<file path="src/rtl/uart_tx_mmio.sv">
// uart_tx_mmio: memory-mapped 8N1 UART transmitter with a TX FIFO and a pollable status word.
module uart_tx_mmio #(
   parameter logic [31:0] BASE_WORD    = 32'h4000_0000,
   parameter int unsigned CLKS_PER_BIT = 868,
   parameter int unsigned FIFO_DEPTH   = 16
) (
   input  logic        clock,
   input  logic        reset,
   input  logic [31:0] bus_addr,
   input  logic [31:0] bus_data_w,
   input  logic [3:0]  bus_mask_w,
   output logic [31:0] bus_data_r,
   output logic        sel,
   output logic        tx
);

   localparam int unsigned PtrW     = $clog2(FIFO_DEPTH);
   localparam int unsigned BaudMaxI = CLKS_PER_BIT - 1;
   localparam logic [15:0] BaudMax  = BaudMaxI[15:0];
   localparam logic [PtrW:0] DepthCnt = FIFO_DEPTH[PtrW:0];

   typedef enum logic [1:0] {StIdle, StStart, StData, StStop} state_e;

   // Bus decode
   logic [1:0] off;
   logic       wr_en, push_req, clr_ovf, push_ok, pop;

   // FIFO state
   logic [7:0]    mem_q [FIFO_DEPTH];
   logic [PtrW-1:0] wr_ptr_q, rd_ptr_q;
   logic [PtrW:0] count_q;
   logic          ovf_q;
   logic          full, empty, busy;
   logic [7:0]    count8;
   logic [31:0]   status;

   // Serializer state
   state_e      state_q, state_d;
   logic [15:0] baud_q, baud_d;
   logic [2:0]  bit_q, bit_d;
   logic [7:0]  shift_q, shift_d;
   logic        tx_q, tx_d;

   // Only the low mask bit qualifies a write; upper data bits beyond the byte are don't-care.
   logic unused_bits;
   assign unused_bits = ^{bus_data_w[31:8], bus_mask_w[3:1]};

   assign sel      = bus_addr[31:2] == BASE_WORD[31:2];
   assign off      = bus_addr[1:0];
   assign wr_en    = sel && bus_mask_w[0];
   assign push_req = wr_en && (off == 2'd0);
   assign clr_ovf  = wr_en && (off == 2'd1) && bus_data_w[3];
   // A pop on the same edge frees a slot, so a push into a full FIFO still lands.
   assign push_ok  = push_req && ((count_q != DepthCnt) || pop);

   assign full   = count_q == DepthCnt;
   assign empty  = count_q == '0;
   assign busy   = state_q != StIdle;
   assign status = {16'b0, count8, 4'b0, ovf_q, busy, empty, full};
   assign tx     = tx_q;

   // Zero-extend the occupancy to the 8-bit status field
   always_comb begin
      count8            = '0;
      count8[PtrW:0]    = count_q;
   end

   // Combinational read mux; TXDATA and STATUS offsets both return the status word
   always_comb begin
      bus_data_r = '0;
      if (sel) begin
         case (off)
            2'd0, 2'd1: bus_data_r = status;
            default:    bus_data_r = '0;
         endcase
      end
   end

   // FIFO pointers, occupancy and sticky overflow flag
   always_ff @(posedge clock) begin
      if (reset) begin
         wr_ptr_q <= '0;
         rd_ptr_q <= '0;
         count_q  <= '0;
         ovf_q    <= 1'b0;
      end else begin
         if (push_ok) wr_ptr_q <= wr_ptr_q + 1'b1;
         if (pop)     rd_ptr_q <= rd_ptr_q + 1'b1;
         case ({push_ok, pop})
            2'b10:   count_q <= count_q + 1'b1;
            2'b01:   count_q <= count_q - 1'b1;
            default: count_q <= count_q;
         endcase
         if (push_req && !push_ok) ovf_q <= 1'b1;
         else if (clr_ovf)         ovf_q <= 1'b0;
      end
   end

   // FIFO storage; contents are don't-care until written
   always_ff @(posedge clock) begin
      if (push_ok) mem_q[wr_ptr_q] <= bus_data_w[7:0];
   end

   // Serializer next state; tx_d is the line level of the state being entered
   always_comb begin
      state_d = state_q;
      baud_d  = baud_q;
      bit_d   = bit_q;
      shift_d = shift_q;
      pop     = 1'b0;
      case (state_q)
         StIdle: begin
            if (!empty) begin
               pop     = 1'b1;
               shift_d = mem_q[rd_ptr_q];
               baud_d  = BaudMax;
               state_d = StStart;
            end
         end
         StStart: begin
            if (baud_q == '0) begin
               bit_d   = '0;
               baud_d  = BaudMax;
               state_d = StData;
            end else begin
               baud_d = baud_q - 16'd1;
            end
         end
         StData: begin
            if (baud_q == '0) begin
               shift_d = {1'b0, shift_q[7:1]};
               baud_d  = BaudMax;
               if (bit_q == 3'd7) state_d = StStop;
               else               bit_d   = bit_q + 3'd1;
            end else begin
               baud_d = baud_q - 16'd1;
            end
         end
         StStop: begin
            if (baud_q == '0) begin
               if (!empty) begin
                  // Back-to-back frame with no idle gap
                  pop     = 1'b1;
                  shift_d = mem_q[rd_ptr_q];
                  baud_d  = BaudMax;
                  state_d = StStart;
               end else begin
                  state_d = StIdle;
               end
            end else begin
               baud_d = baud_q - 16'd1;
            end
         end
         default: state_d = StIdle;
      endcase

      case (state_d)
         StStart: tx_d = 1'b0;
         StData:  tx_d = shift_d[0];
         default: tx_d = 1'b1;
      endcase
   end

   // Serializer state register; reset aborts any frame in flight
   always_ff @(posedge clock) begin
      if (reset) begin
         state_q <= StIdle;
         baud_q  <= '0;
         bit_q   <= '0;
         shift_q <= '0;
         tx_q    <= 1'b1;
      end else begin
         state_q <= state_d;
         baud_q  <= baud_d;
         bit_q   <= bit_d;
         shift_q <= shift_d;
         tx_q    <= tx_d;
      end
   end

endmodule

</file>
<file path="config.mk">
export PLATFORM = sky130hd
export DESIGN_NAME = uart_tx_mmio
export DESIGN_NICKNAME = d
export VERILOG_FILES = /design/src/rtl/uart_tx_mmio.sv
export SDC_FILE = /design/constraint.sdc
export NUM_CORES = 1
export LEC_CHECK = 0
export CAP_MARGIN = 20
export CELL_PAD_IN_SITES_DETAIL_PLACEMENT = 0
export CELL_PAD_IN_SITES_GLOBAL_PLACEMENT = 1
export CORE_ASPECT_RATIO = 0.7
export CORE_MARGIN = 2
export CORE_UTILIZATION = 42
export CTS_BUF_LIST = sky130_fd_sc_hd__clkbuf_4 sky130_fd_sc_hd__clkbuf_8
export CTS_CLUSTER_DIAMETER = 50
export CTS_CLUSTER_SIZE = 8
export DETAILED_ROUTE_END_ITERATION = 10
export PLACE_DENSITY = 0.77
export SYNTH_ARGS = -nofsm -noshare
export SYNTH_HDL_FRONTEND = slang
export SYNTH_SLANG_ARGS = --single-unit
</file>
<file path="constraint.sdc">
create_clock -name clock -period 3.5 [get_ports clock]
set_input_delay 0.875 -clock clock [delete_from_list [all_inputs] [get_ports clock]]
set_output_delay 0.875 -clock clock [all_outputs]
set_load 0.05 [all_outputs]
</file>
==> out/qor.yml <==
outcome:
  outcome: "completed"
critical_path:
  required_ns: 2.62
  setup.worst_path.start_class: "primary input"
  critical_path_class: "in2out"
  crit_path_max_fanout: 5
  worstSetupEndpointType: "output pin"
  critPathArrivalTime_ns: 2.56
  rrSetupSlack_ns: 0.20
synth:
  synth_top_cells_by_count: "edfxtp_1, nor2_1, dfxtp_1, mux4_2, nand2_1"
  synth_top_flop_cell: "edfxtp_1"
  ys_warn_count: 0
  yosys-top-cells-area: "edfxtp_1, dfxtp_1, mux4_2"
  yosysTopAreaCellShare_pct: 48.4
  postSynth.asyncResetShare_pct: 0
  synth_largest_area_cell: "edfxtp_1"
  synth_edf_count: 128
  ys_seq_elements: 176
  synth_area_per_cell_um2: 13.5
  yosys.cell_count.top_type: "edfxtp_1"
  syn-cell-area_um2: 7940
  seq_area_frac_synth_pct: 60.5
  syn-instance-count: 589
  ys_types: 60
grt:
  first_global_vias: 4954
  grt_start_max_net_pins: 36
  grtUsageTotal_pct: 17.7
  grt-ovfl-total: 0
  antenna_found_initial: 0
  grt_pass1_wl_um: 27000
power_and_ir_drop:
  cellPowerDensity_nw_per_um2: 621
  vdd_drop_max_mv: 0.266
  leakage_nw: 3.42
  total_power_w: 0.00600
placed_design:
  dp.final_hpwl_um: 11900
  gp_routability_congestion: 0.824
  place.port_buffers: 53
  dp_slack_ns: -0.232
  placed_cell_area_um2: 8980
sta:
  relSlewSlack_pct: 34.2
  worst_clock_skew_ns: 0.0205
  worst_pin_slew_ns: 0.986
  finalHoldViolCount: 0
  slew_viol_final: 0
  setup_ws_ns: 0.0647
  period_needed_ns: 3.44
  setup_viol: 0
  fin_hold_ws_ns: 0.473
  period_share_pct: 98.2
  tns_ns: 0
  fmax_mhz: 291
drt:
  via_per_inst: 5.53
  wl_per_cell_um: 18.4
  drt.antenna.violating_nets: 0
  wirelength_um: 17200
  drc_errors: 0
  drt_iter0_drc: 399
  dr.pass1.iters: 5
  vias: 5178
layout:
  n_fill_cell: 1587
  multi_input_area_um2: 2970
  antennaDiodeCount: 0
  areaGrowthSynthToFinish_pct: 21.7
  final_area_um2: 9660
  drive_above_1_share_pct: 22.8
  register_area_um2: 4810
  nets: 766
clock_network:
  cts_buffers: 17
  clkTransAtPathRegs_ns: 0.10
  cts_max_level: 4
  clkLatencyLatePin_ns: 0.48
  clkSinkCount: 176
  clockBufferDepth: 2
  clock-root-buffer: "clkbuf_8"
  cts_tree: "built"
die:
  io_pins: 104
  chipWidth_um: 168
  die_h_um: 119
  rows: 42
  dieArea_um2: 20000
  start_util_pct: 42.4
  coreArea_um2: 18700
worst_hold_path:
  hold_path_class: "reg2reg"
run:
  maxCapViolCount: 0
[kinds of logic (layout without fill, tap and decap cells)]
| kind of cell | after synthesis | count (layout) | synth area share (%) |
|---|---|---|---|
| flip-flops | 176 | 176 | 60.5 |
| AND/OR/NAND/NOR | 174 | 174 | 11.0 |
| AO/OA/AOI/OAI | 90 | 90 | 7.98 |
| buffers and inverters | 75 | 158 | 4.70 |
| multiplexers | 48 | 48 | 12.2 |
| adder cells (fa/ha/maj) | 15 | 15 | 2.36 |
| XOR/XNOR | 10 | 10 | 1.10 |
| other | 1 | 23 | 0.0472 |
[repair_timing]
action	4_1_cts	5_1_grt
hold endpoints to repair	0	0
pin swaps	3	12
resized for setup	10	37
endpoints found under the setup margin	9	10
hold buffers	0	0
buffers inserted	4	1
[report_power, final]
part           internal (W)  switching, W
sequential          0.00236      0.000213
combinational      0.000813       0.00105
clock              0.000694      0.000867
total               0.00387       0.00213
[path summary, 6_finish.rpt]
| kind | endpoint | start | depth (start not counted) |
|---|---|---|---|
| setup / recovery | bus_data_r[2] | bus_addr[14] | 7 |
| setup reg to reg | count_q[4] | baud_q[0] | 12 |
| hold reg to reg | shift_q[1] | shift_q[2] | 2 |
| hold / removal | shift_q[1] | shift_q[2] | 2 |
[placed cells by master (no fill, tap or decap), types with 7 or more instances in the layout]
cell type,instances
nor4_1,8
dfxtp_1,47
conb_1,23
a311oi_1,7
nor3_1,15
mux4_2,39
nor2_1,52
nand4_1,7
buf_4,43
a21oi_1,24
nand2_1,37
inv_1,28
o21ai_0,17
clkbuf_8,17
ha_1,15
edfxtp_1,128
dlymetal6s2s_1,19
buf_12,10
clkdlybuf4s50_1,24
[critical path, cell delays in order]
cell             delay [ns]
clkdlybuf4s50_1        0.43
nor4_2                 0.15
buf_4                  0.15
nand4_1                0.15
or3_4                  0.51
nor2_4                 0.16
buf_12                 0.14
[per-layer routing]
| metal | vias to the layer above | track usage [%] | share of wire, % |
|---|---|---|---|
| li1 | 2418 | - | - |
| met1 | 2557 | 25.9 | 47 |
| met2 | 190 | 27.1 | 46 |
| met3 | 13 | 3.89 | 6.1 |
| met4 | 0 | 4.42 | 0.71 |
| met5 | - | 0 | 0 |
[per-stage QoR]
| stage | utilization, % | std cells |
|---|---|---|
| finish | 51.6 | 936 |
| global route | 51.6 | 936 |
| CTS | 50.8 | 934 |
| detailed placement | 48.0 | 898 |
| global placement | 48.0 | 898 |
| floorplan | - | 611 |
[area by class of cell]
class | count | area share, %
inverter | 28 | 1.09
clock inverter | 15 | 2.37
clock buffer | 17 | 2.42
timing repair buffer | 98 | 10.5
tap | 242 | 3.13
multi-input combinational | 360 | 30.7
sequential | 176 | 49.7
[sequential cells by signal, summed over array words and instances, names as in the netlist, named ones only]
signal / flops
shift_q: 8
baud_q: 16
count_q: 5
bit_q: 3
ovf_q: 1
tx: 1
wr_ptr_q: 4
mem_q: 128
rd_ptr_q: 4
state_q: 2
(Power assumes the default switching activity.)
